===== src/rtl/serial_fa_adder.sv =====
// Bit-serial WIDTH-bit adder feeding one udp_fa full-adder cell, LSB first.
// Optional subtract mode (adds port sub) is enabled by defining SERIAL_FA_SUB_EN.

module udp_fa (
  input  logic a,
  input  logic b,
  input  logic ci,
  output logic s,
  output logic co
);
  assign s  = a ^ b ^ ci;
  assign co = (a & b) | (ci & (a ^ b));
endmodule

module serial_fa_adder #(
  parameter int WIDTH = 8
) (
  input  logic             clk,
  input  logic             rst_n,
  input  logic             start,
`ifdef SERIAL_FA_SUB_EN
  input  logic             sub,
`endif
  input  logic [WIDTH-1:0] a,
  input  logic [WIDTH-1:0] b,
  input  logic             cin,
  output logic             busy,
  output logic             done,
  output logic [WIDTH-1:0] sum,
  output logic             cout
);

  localparam int CW = $clog2(WIDTH);
  localparam logic [CW-1:0] LAST = CW'(WIDTH - 1);

  typedef enum logic [1:0] {
    IDLE = 2'd0,
    RUN  = 2'd1,
    DONE = 2'd2
  } state_t;

  state_t           state_r;
  logic [WIDTH-1:0] opa_r;
  logic [WIDTH-1:0] opb_r;
  logic [WIDTH-1:0] acc_r;
  logic [CW-1:0]    count_r;
  logic             carry_r;
  logic             busy_r;
  logic             done_r;
  logic [WIDTH-1:0] sum_r;
  logic             cout_r;

  logic [WIDTH-1:0] b_load_s;
  logic             c_load_s;
  logic             fa_sum_s;
  logic             fa_carry_s;

  // Operand B and initial carry as latched on an accepting edge.
  always_comb begin
    b_load_s = b;
    c_load_s = cin;
`ifdef SERIAL_FA_SUB_EN
    if (sub) begin
      b_load_s = ~b;
      c_load_s = 1'b1;
    end else begin
      b_load_s = b;
      c_load_s = cin;
    end
`endif
  end

  udp_fa u_fa (
    .a  (opa_r[0]),
    .b  (opb_r[0]),
    .ci (carry_r),
    .s  (fa_sum_s),
    .co (fa_carry_s)
  );

  // Sequencer: accept operands, shift one bit pair per cycle, publish result.
  always_ff @(posedge clk or negedge rst_n) begin
    if (!rst_n) begin
      state_r <= IDLE;
      opa_r   <= '0;
      opb_r   <= '0;
      acc_r   <= '0;
      count_r <= '0;
      carry_r <= 1'b0;
      busy_r  <= 1'b0;
      done_r  <= 1'b0;
      sum_r   <= '0;
      cout_r  <= 1'b0;
    end else begin
      done_r <= 1'b0;
      case (state_r)
        IDLE, DONE: begin
          if (start) begin
            opa_r   <= a;
            opb_r   <= b_load_s;
            carry_r <= c_load_s;
            count_r <= '0;
            busy_r  <= 1'b1;
            state_r <= RUN;
          end else begin
            busy_r  <= 1'b0;
            state_r <= IDLE;
          end
        end
        RUN: begin
          carry_r <= fa_carry_s;
          acc_r   <= {fa_sum_s, acc_r[WIDTH-1:1]};
          opa_r   <= {1'b0, opa_r[WIDTH-1:1]};
          opb_r   <= {1'b0, opb_r[WIDTH-1:1]};
          count_r <= count_r + CW'(1);
          // Last bit pair: the shifted-in word is the finished result.
          if (count_r == LAST) begin
            sum_r   <= {fa_sum_s, acc_r[WIDTH-1:1]};
            cout_r  <= fa_carry_s;
            done_r  <= 1'b1;
            busy_r  <= 1'b0;
            state_r <= DONE;
          end else begin
            state_r <= RUN;
          end
        end
        default: begin
          busy_r  <= 1'b0;
          state_r <= IDLE;
        end
      endcase
    end
  end

  assign busy = busy_r;
  assign done = done_r;
  assign sum  = sum_r;
  assign cout = cout_r;

endmodule


===== config.mk =====
export PLATFORM = sky130hd
export DESIGN_NAME = serial_fa_adder
export DESIGN_NICKNAME = d
export VERILOG_FILES = /design/src/rtl/serial_fa_adder.sv
export SDC_FILE = /design/constraint.sdc
export NUM_CORES = 1
export LEC_CHECK = 0
export ABC_AREA = 0
export BUFFER_PORTS_ARGS = -buffer_cell sky130_fd_sc_hd__buf_2
export CAP_MARGIN = 10
export CORE_MARGIN = 4
export CORE_UTILIZATION = 50
export DETAILED_ROUTE_END_ITERATION = 10
export PLACE_DENSITY = 0.75
export SYNTH_ARGS = -nofsm -noshare
export SYNTH_HDL_FRONTEND = slang
export SYNTH_HIERARCHICAL = 1
export SYNTH_SLANG_ARGS = --single-unit
export TNS_END_PERCENT = 5

===== constraint.sdc =====
create_clock -name clk -period 1.6 [get_ports clk]
set_clock_uncertainty 0.1 [all_clocks]
set_input_delay 0.16 -clock clk [delete_from_list [all_inputs] [get_ports clk]]
set_output_delay 0.16 -clock clk [all_outputs]
set_load 0.005 [all_outputs]

# ---- Yosys cells after proc, flatten, opt, wreduce, memory -nomap -nowiden
# Cells that the tools add are included.
dict set report classes {
  n_mux 16
  reduce_logical 5
  mul 0
  shift 0
  order_cmp 0
  div 0
  bitwise 5
  n_addsub 1
  eq_ne 5
}
# cell count
set ops {}
lappend ops {{$pmux 8 s2} 2}
lappend ops {{$mux 8} 2}
lappend ops {{$mux 1} 6}
lappend ops {{$pmux 3 s2} 1}
lappend ops {{$ne 2x2->1 const B} 2}
lappend ops {{$pmux 1 s2} 2}
lappend ops {{$pmux 2 s2} 1}
lappend ops {{$reduce_and 2->1} 2}
lappend ops {{$add 3x1->3 const B} 1}
lappend ops {{$eq 3x3->1 const B} 1}
lappend ops {{$mux 3} 1}
lappend ops {{$and 1x1->1} 2}
lappend ops {{$eq 2x1->1 const B} 1}
lappend ops {{$eq 2x2->1 const B} 1}
lappend ops {{$logic_not 2->1} 1}
lappend ops {{$mux 2} 1}
lappend ops {{$reduce_bool 2->1} 1}
lappend ops {{$reduce_or 2->1} 1}
lappend ops {{$xor 1x1->1} 2}
lappend ops {{$or 1x1->1} 1}
dict set report word_totals {
  rom_bits 0
  mem_bits_rw 0
  inputBits 20
  ff_bits 41
  elab_cells 42
  n_memories 0
  latchBits 0
  output_inout_bits 11
}

# ---- Longest topological paths before layout
dict set report logic_depth {
  word_depth 4
  depth_mapped 5
}

# ---- Hierarchy
# Netlist, hierarchy kept.
# module n_inst seq_area_each_um2 cells_each area_each_um2
set modules_own_cells {}
lappend modules_own_cells {serial_fa_adder 1 975.9 161 1838.0}
lappend modules_own_cells {udp_fa 1 0.0 1 20.0}

# ---- Worst setup path after synthesis
# Ideal clock, no wire load.
dict set report synth_path {
  kind {register to register}
  startpoint {register count_r[0]}
  endpoint {register count_r[2]}
  slack_ps 77
  stages_incl_launch_ff 5
  arrival_ps 1302
  setup_time_ps 121
  cell_sequence {dfrtp_1 ha_1 ha_1 mux2_1 a22o_1}
}
dict set report synth_via {
  elab_chain_len 2
}
# element line
set synth_lines {}
lappend synth_lines {{from (decl)} 46} ;# logic [CW-1:0] count_r;
lappend synth_lines {{from (signal assigned)} 115} ;# count_r <= count_r + CW'(1);
lappend synth_lines {{$add 3x1->3} 115}
lappend synth_lines {{$pmux 3 s2} 96} ;# case (state_r)
# Every way passes these cells.
# A chain may end at the register's enable or synchronous reset.

# ---- Final worst setup path
# Ends and elaborated chain as after synthesis.

==> report_table.html <==
<table>
<tr><th>Metric</th><th>Value</th></tr>
<tr><th colspan="2">Outcome</th></tr>
<tr><td>Status</td><td>complete, no violations</td></tr>
<tr><th colspan="2">Floorplanning</th></tr>
<tr><td>Number of standard-cell rows in the floorplan</td><td>21</td></tr>
<tr><td>Placeable core area</td><td>about 3500 sq um</td></tr>
<tr><td>Vertical die dimension</td><td>approximately 69 microns</td></tr>
<tr><td>Initial Util</td><td>a little over half</td></tr>
<tr><td>Width of the die</td><td>between 60 and 70 microns</td></tr>
<tr><td>Top-level I/O count</td><td>31</td></tr>
<tr><td>Area of the die</td><td>around 4800 sq um</td></tr>
<tr><th colspan="2">Synth</th></tr>
<tr><td>Fraction of registers with async set/reset</td><td>between 90% and 100%</td></tr>
<tr><td>Predominant post-synthesis flop cell</td><td>sky130_fd_sc_hd__dfrtp_1</td></tr>
<tr><td>Synth unique cells</td><td>26</td></tr>
<tr><td>Top area cells in the synthesized netlist</td><td>sky130_fd_sc_hd__dfrtp_1, sky130_fd_sc_hd__mux2i_1, sky130_fd_sc_hd__mux2_4</td></tr>
<tr><td>Area share of fa/ha/maj cells after synthesis</td><td>2.424%</td></tr>
<tr><td>Combinational family with the most area after synthesis</td><td>multiplexers</td></tr>
<tr><td>Synthesized cell area</td><td>between 1500 and 2000 sq um</td></tr>
<tr><td>Most frequent cell after synthesis</td><td>sky130_fd_sc_hd__dfrtp_1</td></tr>
<tr><td>Number of synthesized flops with an enable pin</td><td>0</td></tr>
<tr><td>Synth Area in Simple Gates</td><td>a little under an eighth</td></tr>
<tr><td>Mapped Cells</td><td>roughly 160</td></tr>
<tr><td>Post-synth net total</td><td>~190</td></tr>
<tr><td>Register bit count reported by yosys</td><td>39</td></tr>
<tr><td>Count of synthesis-stage warnings from yosys</td><td>6</td></tr>
<tr><td>Average size of a mapped cell</td><td>roughly 11 sq um</td></tr>
<tr><td>Share of the synthesized area in compound gates (AO/OA/AOI/OAI)</td><td>12.32%</td></tr>
<tr><td>Area share of xor/xnor cells in the synthesized design</td><td>0%</td></tr>
<tr><td>Post-synthesis mux area share</td><td>between 15 and 20%</td></tr>
<tr><td>Share of the synthesized area in the top cell type</td><td>between 50% and 60%</td></tr>
<tr><td>Post-synthesis sequential area ratio</td><td>52.53%</td></tr>
<tr><td>Post-synth top cells</td><td>sky130_fd_sc_hd__dfrtp_1, sky130_fd_sc_hd__nand2_1, sky130_fd_sc_hd__a21oi_1, sky130_fd_sc_hd__mux2i_1</td></tr>
<tr><td>Cell type with the highest aggregate area in the netlist</td><td>sky130_fd_sc_hd__dfrtp_1</td></tr>
<tr><th colspan="2">Drt</th></tr>
<tr><td>WL met2</td><td>about 1.6 mm</td></tr>
<tr><td>Remaining number of nets flagged by the antenna check after routing</td><td>0</td></tr>
<tr><td>Met3 WL post-DR</td><td>about 230 microns</td></tr>
<tr><td>Routed length on met1</td><td>approximately 1.6 mm</td></tr>
<tr><td>TritonRoute pass-1 iters</td><td>4</td></tr>
<tr><td>Average routed wire per standard cell</td><td>14.07 microns</td></tr>
<tr><td>1st-iter DRT viols</td><td>96</td></tr>
<tr><td>Final wirelength</td><td>3.447 mm</td></tr>
<tr><td>Top routing layer in use</td><td>met4</td></tr>
<tr><td>Via density per instance</td><td>between 5 and 6</td></tr>
<tr><td>DRC violation count after routing</td><td>0</td></tr>
<tr><td>Vias after detailed routing</td><td>1275</td></tr>
<tr><th colspan="2">Power and ir drop</th></tr>
<tr><td>Net switching power</td><td>between 1000 and 1500 uW</td></tr>
<tr><td>Power share of the sequential group</td><td>43.0%</td></tr>
<tr><td>Standby leakage power</td><td>roughly 0.0010 uW</td></tr>
<tr><td>Share of total power in the clock network</td><td>17.9%</td></tr>
<tr><td>Areal power density over the cells</td><td>1885 nW/um^2</td></tr>
<tr><td>Total power of the final layout</td><td>4132 uW</td></tr>
<tr><td>Internal Power</td><td>between 2000 and 3000 uW</td></tr>
<tr><td>Switching share of power</td><td>between 30% and 40%</td></tr>
<tr><td>Maximum vdd ir drop</td><td>0.0007877 V</td></tr>
<tr><td>Fraction of power consumed by combinational cells</td><td>around two fifths</td></tr>
<tr><th colspan="2">Finish</th></tr>
<tr><td>Flip-flop and latch area</td><td>975.9 sq um</td></tr>
<tr><td>Final std cell area, no fill</td><td>around 2200 sq um</td></tr>
<tr><td>Layout Cells excl Fill</td><td>around 250</td></tr>
<tr><td>Net count reported at finish</td><td>approximately 220</td></tr>
<tr><td>Diode insertion count for antenna repair</td><td>0</td></tr>
<tr><td>Final-layout fill cell count</td><td>around 310</td></tr>
<tr><td>Fraction of layout instances using a drive strength above 1</td><td>a little under a third</td></tr>
<tr><td>Area growth from synthesis to layout</td><td>17.98%</td></tr>
<tr><td>Area of the multi-input gates</td><td>roughly 800 sq um</td></tr>
<tr><th colspan="2">Timing</th></tr>
<tr><td>Period Utilization, post-route</td><td>97.99%</td></tr>
<tr><td>Relative max-transition margin</td><td>roughly two thirds</td></tr>
<tr><td>Maximum operating frequency</td><td>approximately 640 MHz</td></tr>
<tr><td>Final setup TNS</td><td>0 ns</td></tr>
<tr><td>Final-report setup violation count</td><td>0</td></tr>
<tr><td>Fin. Hold Viols</td><td>0</td></tr>
<tr><td>Final-report max-slew violation count</td><td>0</td></tr>
<tr><td>Worst hold slack</td><td>about 0.035 ns</td></tr>
<tr><td>Shortest period the worst path allows</td><td>1.568 ns</td></tr>
<tr><td>Actual transition at the worst max-transition pin</td><td>about 0.47 ns</td></tr>
<tr><th colspan="2">Setup path</th></tr>
<tr><td>Stage delay of the slowest cell on the critical path</td><td>0.39 ns</td></tr>
<tr><td>Data arrival time of the critical path</td><td>1.65 ns</td></tr>
<tr><td>Bufs and invs on worst path</td><td>0</td></tr>
<tr><td>Startpoint types</td><td>flop</td></tr>
<tr><td>Stages on the worst setup path</td><td>4</td></tr>
<tr><td>Maximum fanout encountered on the critical timing path</td><td>2</td></tr>
<tr><td>Top Family by Delay on Critical Path</td><td>adder cells</td></tr>
<tr><td>Cell-by-cell trace of the critical path</td><td>ha_1 &gt; ha_1 &gt; mux2_4 &gt; a22o_1</td></tr>
<tr><td>Depth of the worst register-to-register path</td><td>4</td></tr>
<tr><td>Critical Path Sink Type</td><td>flop</td></tr>
<tr><td>Register-to-Register Setup Slack</td><td>roughly 0.032 ns</td></tr>
<tr><td>Critical path type</td><td>flop to flop</td></tr>
<tr><td>Cell with the largest stage delay on the worst path</td><td>sky130_fd_sc_hd__dfrtp_1</td></tr>
<tr><td>CP Data Required Time</td><td>1.68 ns</td></tr>
<tr><td>Cell type with the highest occurrence count on the critical path</td><td>sky130_fd_sc_hd__ha_1</td></tr>
<tr><th colspan="2">Placed design</th></tr>
<tr><td>HPWL reported at the end of detailed placement</td><td>approximately 2.4 mm</td></tr>
<tr><td>Placed cells</td><td>233</td></tr>
<tr><td>Placed standard-cell area</td><td>between 2000 and 2500 sq um</td></tr>
<tr><td>Number of port buffers</td><td>30</td></tr>
<tr><td>Gpl congestion</td><td>~0.76</td></tr>
<tr><th colspan="2">CTS</th></tr>
<tr><td>Clock sinks</td><td>39</td></tr>
<tr><td>Clk Latency, worst-skew pair</td><td>~0.29 ns</td></tr>
<tr><td>Number of buffers between clock root and the deepest sink</td><td>2</td></tr>
<tr><td>Total clock buffers created by CTS</td><td>5</td></tr>
<tr><td>CTS clk-pin slew, worst paths</td><td>roughly 0.070 ns</td></tr>
<tr><td># H-tree levels</td><td>2</td></tr>
<tr><td>Clock root buffer</td><td>sky130_fd_sc_hd__clkbuf_8</td></tr>
<tr><td>CTS tree</td><td>yes</td></tr>
<tr><th colspan="2">Global route</th></tr>
<tr><td>Overall track demand over capacity in global routing</td><td>roughly 17%</td></tr>
<tr><td>Initial antenna violation count</td><td>0</td></tr>
<tr><td>Wire length of the first global-routing pass</td><td>between 5 and 6 mm</td></tr>
<tr><td>Total gr overflow</td><td>0</td></tr>
<tr><td>Via count of the first global-routing pass</td><td>approximately 1200</td></tr>
<tr><td>Maximum number of pins on one net before global-route repair</td><td>32</td></tr>
<tr><th colspan="2">Run</th></tr>
<tr><td>Maximum capacitance violations</td><td>0</td></tr>
<tr><th colspan="2">Worst hold path</th></tr>
<tr><td>Worst Hold Path Cells</td><td>3</td></tr>
<tr><td>Worst min path class</td><td>input port to flop</td></tr>
</table>
[sequential cells by signal (all words and copies together), names as in the netlist]
register,flops
acc_r,7
cout,1
carry_r,1
done,1
busy,1
sum,8
opa_r,8
count_r,3
state_r,1
opb_r,8
[cells in the final DEF, fill, tap and decap left out]
cell type                       synthesis  final
sky130_fd_sc_hd__a211oi_1              12     12
sky130_fd_sc_hd__a21oi_1               15     15
sky130_fd_sc_hd__a22o_1                 2      2
sky130_fd_sc_hd__and2_1                 1      1
sky130_fd_sc_hd__buf_12                 0      1
sky130_fd_sc_hd__buf_2                  3     30
sky130_fd_sc_hd__buf_4                  3      8
sky130_fd_sc_hd__clkbuf_8               0      7
sky130_fd_sc_hd__clkinvlp_4             0      1
sky130_fd_sc_hd__dfrtp_1               39     39
sky130_fd_sc_hd__dlygate4sd3_1          0      1
sky130_fd_sc_hd__fa_1                   1      1
sky130_fd_sc_hd__ha_1                   2      2
sky130_fd_sc_hd__inv_1                  4      4
sky130_fd_sc_hd__inv_2                  1      1
sky130_fd_sc_hd__mux2_1                 2      1
sky130_fd_sc_hd__mux2_4                 9     10
sky130_fd_sc_hd__mux2i_1               14     14
sky130_fd_sc_hd__nand2_1               21     21
sky130_fd_sc_hd__nand2_8                1      1
sky130_fd_sc_hd__nand2b_1               2      2
sky130_fd_sc_hd__nand3_1                3      3
sky130_fd_sc_hd__nor2_1                 1      1
sky130_fd_sc_hd__nor2b_1               12     12
sky130_fd_sc_hd__nor2b_2                1      1
sky130_fd_sc_hd__o21ai_1                4      4
sky130_fd_sc_hd__o22ai_1                3      3
sky130_fd_sc_hd__o31ai_1                1      1
[area by class of cell]
cell class / instances / share of cell area, %
Clock buffer: 7 / 4.395
Multi-Input combinational cell: 107 / 36.30
Tap cell: 46 / 2.626
Inverter: 5 / 0.8562
Sequential cell: 39 / 44.52
Clock inverter: 1 / 0.3425
Timing Repair Buffer: 40 / 10.96
[power by group through the flow]
stage	logic, uW	registers (uW)	clock network (uW)
after floorplan	1210	1720	0
after global placement	1480	1770	0
after detailed placement	1560	1800	0
after CTS	1590	1780	764
after global routing	1850	1850	817
final	1620	1780	738
[what timing repair did]
action                                  in CTS  in global routing
resized for setup                            0                  1
setup buffers                                1                  2
endpoints found under the hold margin       18                  0
hold buffers                                 1                  0
endpoints found under the setup margin       1                  1
pin swaps                                    0                  1
[metal layers]
layer / track usage [%] / up-vias
met5: 0 / -
met4: 7.299 / 0
met3: 6.807 / 5
met2: 25.95 / 31
met1: 21.49 / 607
li1: - / 632
[tightest hold or removal path, stage by stage]
cell and delay (ns):
sky130_fd_sc_hd__buf_2 0.07, sky130_fd_sc_hd__a211oi_1 0.06, sky130_fd_sc_hd__a21oi_1 0.10
[path summary, 6_finish.rpt]
kind,startpoint,endpoint
setup / recovery,count_r[0]$_DFFE_PN0P_,count_r[2]$_DFFE_PN0P_
hold / removal,a[0],opa_r[0]$_DFFE_PN0P_
setup reg to reg,count_r[0]$_DFFE_PN0P_,count_r[2]$_DFFE_PN0P_
hold reg to reg,acc_r[1]$_DFFE_PN0N_,acc_r[1]$_DFFE_PN0N_
max in group asynchronous,rst_n,acc_r[3]$_DFFE_PN0N_
min in group asynchronous,rst_n,opb_r[1]$_DFFE_PN0P_
[cells by family (layout without fill, tap and decap cells)]
family | Yosys count | after routing
DFF | 39 | 39
muxes | 25 | 25
adders and majority gates | 3 | 3
buffers and inverters | 16 | 53
AOI/OAI and AO/OA | 37 | 37
and+or+nand+nor | 42 | 42
[through the flow]
step | util (%) | setup WS [ns]
detailed placement | 59.16 | 0.0003855
global route | 63.20 | -0.002640
global placement | 59.16 | 0.06325
finish | 63.20 | 0.03218
CTS | 62.66 | 0.0009541
floorplan | - | 0.07698
No activity file was read; power rests on OpenSTA's default activity.
